File: config.mk
export PLATFORM = sky130hd
export DESIGN_NAME = rob_update_arb
export DESIGN_NICKNAME = d
export VERILOG_FILES = /design/src/rtl/rob_update_arb_pkg.sv /design/src/rtl/rob_update_arb_pick2.sv /design/src/rtl/rob_update_arb.sv
export SDC_FILE = /design/constraint.sdc
export NUM_CORES = 1
export LEC_CHECK = 0
export ABC_CLOCK_PERIOD_IN_PS = 6000
export CAP_MARGIN = 20
export CORE_MARGIN = 3
export CORE_UTILIZATION = 45
export CTS_BUF_LIST = sky130_fd_sc_hd__clkbuf_8
export CTS_CLUSTER_SIZE = 12
export DETAILED_ROUTE_END_ITERATION = 12
export PLACE_DENSITY = 0.82
export SYNTH_ARGS = -nofsm -noshare
export SYNTH_HDL_FRONTEND = slang
export SYNTH_HIERARCHICAL = 1
export SYNTH_SLANG_ARGS = --single-unit
File: constraint.sdc
create_clock -name clk -period 6 [get_ports clk]
set_input_delay 1.2 -clock clk [delete_from_list [all_inputs] [get_ports clk]]
set_output_delay 1.2 -clock clk [all_outputs]
set_load 0.02 [all_outputs]
File: src/rtl/rob_update_arb_pkg.sv
// Shared constants for the ROB completion arbiter.
//   ROB_SZ  : number of ROB entries
//   ROB_IDX : width of a ROB index
//   ADDR_W  : width of a resolved branch address
//   wrap_add: (a + b) mod n for operands already below n
package rob_update_arb_pkg;

  localparam int ROB_SZ  = 32;
  localparam int ROB_IDX = $clog2(ROB_SZ);
  localparam int ADDR_W  = 64;

  // Operands are always < n, so a single conditional subtract replaces a
  // modulo that would otherwise synthesize a divider for non-power-of-2 n.
  function automatic int unsigned wrap_add(int unsigned a, int unsigned b,
                                           int unsigned n);
    int unsigned s;
    s = a + b;
    return (s >= n) ? s - n : s;
  endfunction

endpackage

File: src/rtl/rob_update_arb_pick2.sv
// Round-robin pick of up to two requesters, purely combinational.
//   req    : request vector (one bit per slot)
//   ptr    : highest-priority slot this cycle
//   g1, g2 : first and second requesting slot at/after ptr, with wrap
//   found1 : g1 is valid; found2 : g2 is valid
//   gnt    : one-hot OR of g1 and g2
module rr_pick2
  import rob_update_arb_pkg::*;
#(
  parameter  int N  = 4,
  localparam int PW = (N > 1) ? $clog2(N) : 1
) (
  input  logic [N-1:0]  req,
  input  logic [PW-1:0] ptr,
  output logic [PW-1:0] g1,
  output logic [PW-1:0] g2,
  output logic          found1,
  output logic          found2,
  output logic [N-1:0]  gnt
);

  logic [PW-1:0] j;

  always_comb begin
    // NOTE: every output gets a default before the loop so no path leaves
    // a variable unassigned, which would otherwise infer a latch.
    g1     = '0;
    g2     = '0;
    found1 = 1'b0;
    found2 = 1'b0;
    gnt    = '0;
    j      = '0;
    // Walk slots in priority order ptr, ptr+1, ... ; each slot is visited
    // once, so g2 can never equal g1.
    for (int k = 0; k < N; k++) begin
      j = PW'(wrap_add(int'(ptr), k, N));
      if (req[j]) begin
        if (!found1) begin
          found1 = 1'b1;
          g1     = j;
          gnt[j] = 1'b1;
        end else if (!found2) begin
          found2 = 1'b1;
          g2     = j;
          gnt[j] = 1'b1;
        end
      end
    end
  end

endmodule

File: src/rtl/rob_update_arb.sv
// Completion arbiter between the functional units and the ROB update ports.
// Each FU owns a one-entry slot; up to two occupied slots drain per cycle in
// round-robin order. A branch miss discards every pending completion.
//   clk, reset       : clock and synchronous active-high reset
//   fu_valid         : FU i presents a completion
//   fu_rob_idx       : ROB index per FU, FU i at [i*ROB_IDX +: ROB_IDX]
//   fu_ba_ex         : branch address per FU, FU i at [i*64 +: 64]
//   fu_bt_ex         : branch-taken bit per FU
//   fu_rdy           : slot i can accept this cycle (combinational)
//   branch_miss      : ROB flush
//   up1_req/up2_req  : ROB update requests (port 2 only alongside port 1)
//   up_rob_idx*, up_ba_ex*, up_bt_ex* : update payloads, zero when idle
module rob_update_arb
  import rob_update_arb_pkg::*;
#(
  parameter  int NUM_FU = 4,
  localparam int PW     = $clog2(NUM_FU)
) (
  input  logic                     clk,
  input  logic                     reset,
  input  logic [NUM_FU-1:0]        fu_valid,
  input  logic [NUM_FU*ROB_IDX-1:0] fu_rob_idx,
  input  logic [NUM_FU*ADDR_W-1:0] fu_ba_ex,
  input  logic [NUM_FU-1:0]        fu_bt_ex,
  output logic [NUM_FU-1:0]        fu_rdy,
  input  logic                     branch_miss,
  output logic                     up1_req,
  output logic                     up2_req,
  output logic [ROB_IDX-1:0]       up_rob_idx1,
  output logic [ROB_IDX-1:0]       up_rob_idx2,
  output logic [ADDR_W-1:0]        up_ba_ex1,
  output logic [ADDR_W-1:0]        up_ba_ex2,
  output logic                     up_bt_ex1,
  output logic                     up_bt_ex2
);

  logic [NUM_FU-1:0]  occ;
  logic [ROB_IDX-1:0] idx_q [NUM_FU];
  logic [ADDR_W-1:0]  ba_q  [NUM_FU];
  logic [NUM_FU-1:0]  bt_q;
  logic [PW-1:0]      rr_ptr;

  logic [PW-1:0]      g1, g2, last;
  logic               found1, found2;
  logic [NUM_FU-1:0]  gnt, gnt_eff, accept;
  logic               issue;

  rr_pick2 #(.N(NUM_FU)) u_pick (
    .req    (occ),
    .ptr    (rr_ptr),
    .g1     (g1),
    .g2     (g2),
    .found1 (found1),
    .found2 (found2),
    .gnt    (gnt)
  );

  // Nothing drains or enters while reset or a flush is in progress.
  assign issue   = !reset && !branch_miss;
  assign gnt_eff = gnt & {NUM_FU{issue}};
  assign fu_rdy  = {NUM_FU{issue}} & (~occ | gnt_eff);
  assign accept  = fu_valid & fu_rdy;
  assign last    = found2 ? g2 : g1;

  assign up1_req     = found1 && issue;
  assign up2_req     = found2 && issue;
  assign up_rob_idx1 = up1_req ? idx_q[g1] : '0;
  assign up_rob_idx2 = up2_req ? idx_q[g2] : '0;
  assign up_ba_ex1   = up1_req ? ba_q[g1]  : '0;
  assign up_ba_ex2   = up2_req ? ba_q[g2]  : '0;
  assign up_bt_ex1   = up1_req ? bt_q[g1]  : 1'b0;
  assign up_bt_ex2   = up2_req ? bt_q[g2]  : 1'b0;

  // NOTE: sequential state uses non-blocking assignments so every register
  // samples pre-edge values regardless of statement order.
  always_ff @(posedge clk) begin
    if (reset) begin
      occ    <= '0;
      rr_ptr <= '0;
    end else if (branch_miss) begin
      occ    <= '0;
    end else begin
      // Accept wins over grant: a slot drained this cycle can refill.
      occ <= (occ & ~gnt_eff) | accept;
      if (up1_req) rr_ptr <= PW'(wrap_add(int'(last), 1, NUM_FU));
    end
  end

  // NOTE: payload storage is not reset; it is only ever read behind occ,
  // which is reset, so clearing it would add reset fan-out for nothing.
  always_ff @(posedge clk) begin
    for (int i = 0; i < NUM_FU; i++) begin
      if (accept[i]) begin
        idx_q[i] <= fu_rob_idx[i*ROB_IDX +: ROB_IDX];
        ba_q[i]  <= fu_ba_ex[i*ADDR_W +: ADDR_W];
        bt_q[i]  <= fu_bt_ex[i];
      end
    end
  end

endmodule

# After elaboration in Yosys (flattened, before gate mapping)
# Memory sizes are Yosys's and may differ from the RTL's.
# Cells that the tools add are included.
# word_totals
reg_bits	10
mem_bits_rw	276
output_inout_bits	146
wordCells	128
memories	2
# op_classes
n_addsub	9
magnitude_cmp	15
mux	73
bitwise_logic	12
reduce_logical	11
# mem_list
name	words	word_bits	rd	rd_ports_with_merged_regs	wr	line_no	rtl
ba_q	4	64	2	0	4	rob_update_arb.sv:39	logic [ADDR_W-1:0] ba_q [NUM_FU];
idx_q	4	5	2	0	4	rob_update_arb.sv:38	logic [ROB_IDX-1:0] idx_q [NUM_FU];
# ops
op	n
64-bit two-way mux	2
2-bit two-way mux	21
4-bit two-way mux	8
1-bit two-way mux	30
4-bit OR	5
2-bit by 3-bit < comparator with 1-bit output, second input constant	6
4-bit AND	4
1-bit binary-select mux with 2-bit select	6
3-bit greater-or-equal comparator, second input constant	4
5-bit two-way mux	2
2-bit by 1-bit subtractor with 2-bit output, second input constant	5
1-bit demux with 2-bit select	4
2-bit by 1-bit greater-or-equal comparator with 1-bit output, second input constant	4
4-bit NOT	2
1-bit logical AND	7
2-bit by 1-bit adder with 3-bit output, second input constant	2
2-bit by 2-bit adder with 3-bit output, second input constant	2
2-bit by 3-bit greater-or-equal comparator with 1-bit output, second input constant	1
1-bit zero test	2
2-bit AND reduction	1
2-bit OR reduction	1
1-bit NOT	1

# Logic depth before layout (Yosys ltp)
# logic_depth
depth_word	23
ltp_mapped	15

# Hierarchy
# The synthesis kept the hierarchy.
# by_module_without_submodules
mod	n_inst	cells_per_inst	area_each_um2	seq_area_each_um2
rob_update_arb	1	651	13286.5	8528.2
rr_pick2	1	103	733.2	0.0

# Least setup slack after synthesis
# OpenSTA, ideal clock, no wires.
# synth_timing
kind	register -> register
start	reg rr_ptr[1]
end	mem ba_q[0][0], enable pin
arrival_ns	4.413
required_ns	5.565
path_slack_ns	1.152
path_stages_with_launch	12
n_path_buf	2
path_cell_list	dfxtp_1 -> buf_2 -> inv_1 -> ha_1 -> buf_2 -> mux4_1 -> a21boi_0 -> a222oi_1 -> nand2_1 -> nor2b_1 -> nor3_1 -> and2_1
# synth_rtl
element	line_no	rtl
from (decl)	rob_update_arb.sv:41	logic [PW-1:0] rr_ptr;
from (signal assigned)	rob_update_arb.sv:85	if (up1_req) rr_ptr <= PW'(wrap_add(int'(last), 1, NUM_FU));
to (decl)	rob_update_arb.sv:39	

# Worst setup path in the final report
# layout_timing
start	reg occ[1]
end	out up_ba_ex2[63]
# layout_via
elab_chain_len	13
elab_cells_between_ends	28
# layout_lines
element	line_no	rtl
from (decl)	rob_update_arb.sv:37	logic [NUM_FU-1:0] occ;
from (signal assigned)	rob_update_arb.sv:84	occ <= (occ & ~gnt_eff) | accept;
1-bit binary-select mux with 2-bit select	rob_update_arb_pick2.sv:37	if (req[j]) begin
1-bit two-way mux (not written as such)	rob_update_arb_pick2.sv:37	
1-bit two-way mux	rob_update_arb_pick2.sv:37	
2-bit two-way mux / 1-bit two-way mux (equally long branches)	rob_update_arb_pick2.sv:38	if (!found1) begin
2-bit two-way mux / 1-bit two-way mux (equally long branches)	rob_update_arb_pick2.sv:37	
2-bit two-way mux	rob_update_arb_pick2.sv:42	end else if (!found2) begin
2-bit two-way mux	rob_update_arb_pick2.sv:38	
2-bit two-way mux	rob_update_arb_pick2.sv:37	
2-bit two-way mux	rob_update_arb_pick2.sv:42	
2-bit two-way mux	rob_update_arb_pick2.sv:38	
2-bit two-way mux (*)	rob_update_arb_pick2.sv:37	
named net g2[0]	rob_update_arb.sv:43	logic [PW-1:0] g1, g2, last;
memory read 4 x 64 bit (*)	-	
64-bit two-way mux (*)	rob_update_arb.sv:70	assign up_ba_ex2 = up2_req ? ba_q[g2] : '0;
to (decl)	rob_update_arb.sv:32	output logic [ADDR_W-1:0] up_ba_ex2,
# Mark *: on every way through the listed nets, which the timed path passes. The rest lies on a longest branch. The select of a mux whose other input is x is not followed.

==> run metrics <==
wire per inst 26.5 um; Peak VDD IR 0.194 mV; final setup slack of the worst path 0.318 ns; worst path cell trace mux4_2, ha_1, inv_1, a311o_1, a41oi_4, buf_12, mux4_1, and3_1, clkdlybuf4s50_1; Pint 3860 uW; Crit. End Element primary output; router iterations before antenna repair 5; crit path DAT 4.48 ns; Synth warnings 6; IO Count 433; Main synth FF type edfxtp_1; CP top delay family multiplexers; final hold violations 0; Routed WL 43.0 mm; max-slew violations 0; Sink Count 286; sequential share of the synthesized area 60.8%; Setup TNS 0 ns; via count 9473; Critical Path Start Type register; CTS Hold Bufs 0; core area 30200 sq um; Layout area overhead 39.6%; cell total after placement 1535; portion of total power attributed to the clock network 29.5%; Logic pwr share 27.3%; Max-Cap Viols 0; GRT Total Usage 25.3%; area of the multi-input gates 5030 sq um; vias per cell 5.83; IO buf count 432; Die Width 183 um; CTS Buf Count 47; synthesized flop and latch total 286; CP Class register to primary output; WP data required 4.80 ns; Tmin final 5.68 ns; clk_skew 0.0255 ns; synthesized net count 1049; post-CTS setup buffers 0; CTS tree yes; Worst-path clk slew 0.06 ns; Pwr Total 5320 uW; share of cells above drive strength 1 16.8%; Max Fanout on Critical Path 33; final period utilization 94.7%; Pleak 0.00675 uW; RSZ-0062 raised after global routing no; Synth Area per Inst 18.6 sq um; Die Ht 183 um; Max transition margin 48.1%; Std-Cell Rows 63; Synth Instances 754; Net Sw Power 1460 uW; status completed; die area 33300 sq um; H-tree depth 2; initial core utilization 46.4%; Power Density 272 nW/um^2; DRC violations left 0; Nets 1489; # fillers 2137; Antenna Nets Post-Route 0; cell with the most instances after synthesis edfxtp_1; async set-reset flop share out of synthesis 0%; Yosys top cell area share 60.0%; Reg power frac 43.2%; Critical-path top delay cell dfxtp_1; DR iter-0 viols 637; buffer depth of the longest clock path 3; synthesized area 14000 sq um; post_cts resized 0; commonest cells in the netlist edfxtp_1 (280), mux4_2 (116), and2_1 (74), and3_1 (70), mux4_1 (28); f_max 176 MHz; HP Class register to register; flip-flop and latch area 8530 sq um; cell taking the most area after synthesis edfxtp_1; Post-DP HPWL 29.8 mm; Buf/Inv on CP 3; final setup vio count 0; pin count of the biggest net entering global routing 59; later-pin clock latency in the skew report 0.57 ns; CP peak stage delay 0.63 ns; vias in the first global route 10.2k; first-pass GRT wire length 62.8 mm; CTS root buf clkbuf_8; measured slew at the worst slew-check pin 0.776 ns; Post-synth EDFFs 280; initial antenna violation count 6; Netlist cell types 42; gp weighted congestion 0.862; Final Util 64.8%; Net Sw Frac 27.4%; DP Worst Slack 0.904 ns; largest cells by area after synthesis edfxtp_1 (60%), mux4_2 (19%), mux4_1 (5.2%); total gr overflow 0; non-filler instance count after layout 1624
## per-layer routing
metal	share of wire, %	vias to the layer above	GRT usage [%]
li1	-	4026	-
met1	34	4703	28.6
met2	51	608	43.3
met3	10	134	8.17
met4	5.5	2	12.5
met5	0.030	-	0
## tightest hold or removal path, stage by stage (launching register included)
cell and delay, ns:
dfxtp_1 0.31, buf_4 0.19, nand3b_1 0.10, o21ai_0 0.08
## power groups by stage
| stage | Sequential [uW] | Clock [uW] | Combinational [uW] |
|---|---|---|---|
| global route | 2300 | 1690 | 1540 |
| floorplan | 2330 | 0 | 979 |
| finish | 2300 | 1570 | 1450 |
| detailed placement | 2340 | 0 | 1470 |
| CTS | 2300 | 1610 | 1470 |
| global placement | 2330 | 0 | 1450 |
## layout make-up
type | instances | area share, %
sequential | 286 | 43.6
multi-input combinational | 397 | 25.7
timing repair buffer | 456 | 23.7
clock buffer | 49 | 3.45
tap | 390 | 2.49
clock inverter | 36 | 0.869
inverter | 6 | 0.121
antenna | 4 | 0.0511
## cell usage in the layout (no fill, tap or decap), types with 2 or more instances in the layout
| cell type | n |
|---|---|
| a21oi_1 | 9 |
| a222oi_1 | 4 |
| a22oi_1 | 2 |
| and2_1 | 70 |
| and2_4 | 4 |
| and3_1 | 70 |
| buf_12 | 11 |
| buf_4 | 13 |
| clkbuf_8 | 49 |
| clkdlybuf4s50_1 | 432 |
| clkinv_1 | 13 |
| clkinv_2 | 2 |
| dfxtp_1 | 6 |
| diode_2 | 4 |
| edfxtp_1 | 280 |
| ha_1 | 8 |
| inv_1 | 25 |
| mux2_2 | 3 |
| mux2i_1 | 6 |
| mux4_1 | 28 |
| mux4_2 | 116 |
| nand2_1 | 23 |
| nand3b_1 | 2 |
| nor2_1 | 8 |
| nor2_4 | 2 |
| nor2b_1 | 4 |
| nor3_1 | 8 |
| o21a_1 | 6 |
| o21ai_0 | 3 |
| o22ai_1 | 3 |
| xor2_1 | 2 |
## kinds of logic after synthesis
family | after synthesis | share of synthesized area (%)
adder cells (fa/ha/maj) | 8 | 0.714
AND/OR/NAND/NOR | 196 | 8.11
flip-flops | 286 | 60.8
multiplexers | 154 | 24.6
XOR/XNOR | 2 | 0.125
AO/OA/AOI/OAI | 37 | 1.86
buffers and inverters | 71 | 3.73
## worst paths after layout
path	from	endpoint	slack (ns)	depth (start not counted)
setup reg to reg	rr_ptr[1]$_SDFFE_PP0P_	ba_q[0][30]$_DFFE_PP_	2.15	10
hold reg to reg	rr_ptr[1]$_SDFFE_PP0P_	rr_ptr[1]$_SDFFE_PP0P_	0.74	3
hold / removal	rr_ptr[1]$_SDFFE_PP0P_	rr_ptr[1]$_SDFFE_PP0P_	0.74	3
setup / recovery	occ[1]$_SDFF_PP0_	up_ba_ex2[63]	0.32	9
## state kept, by name (all words and copies together) (netlist names)
register,flops
occ,4
rr_ptr,2
bt_q,4
idx_q,20
ba_q,256
## stage by stage
| stage | instance area (sq um) | hold WS (ns) |
|---|---|---|
| after floorplan | 14000 | 0.539 |
| after global placement | 18700 | 0.723 |
| after detailed placement | 18700 | 0.731 |
| after CTS | 19600 | 0.742 |
| after global routing | 19600 | 0.770 |
| final | 19600 | 0.736 |
Power figures use the tool's default switching activity.
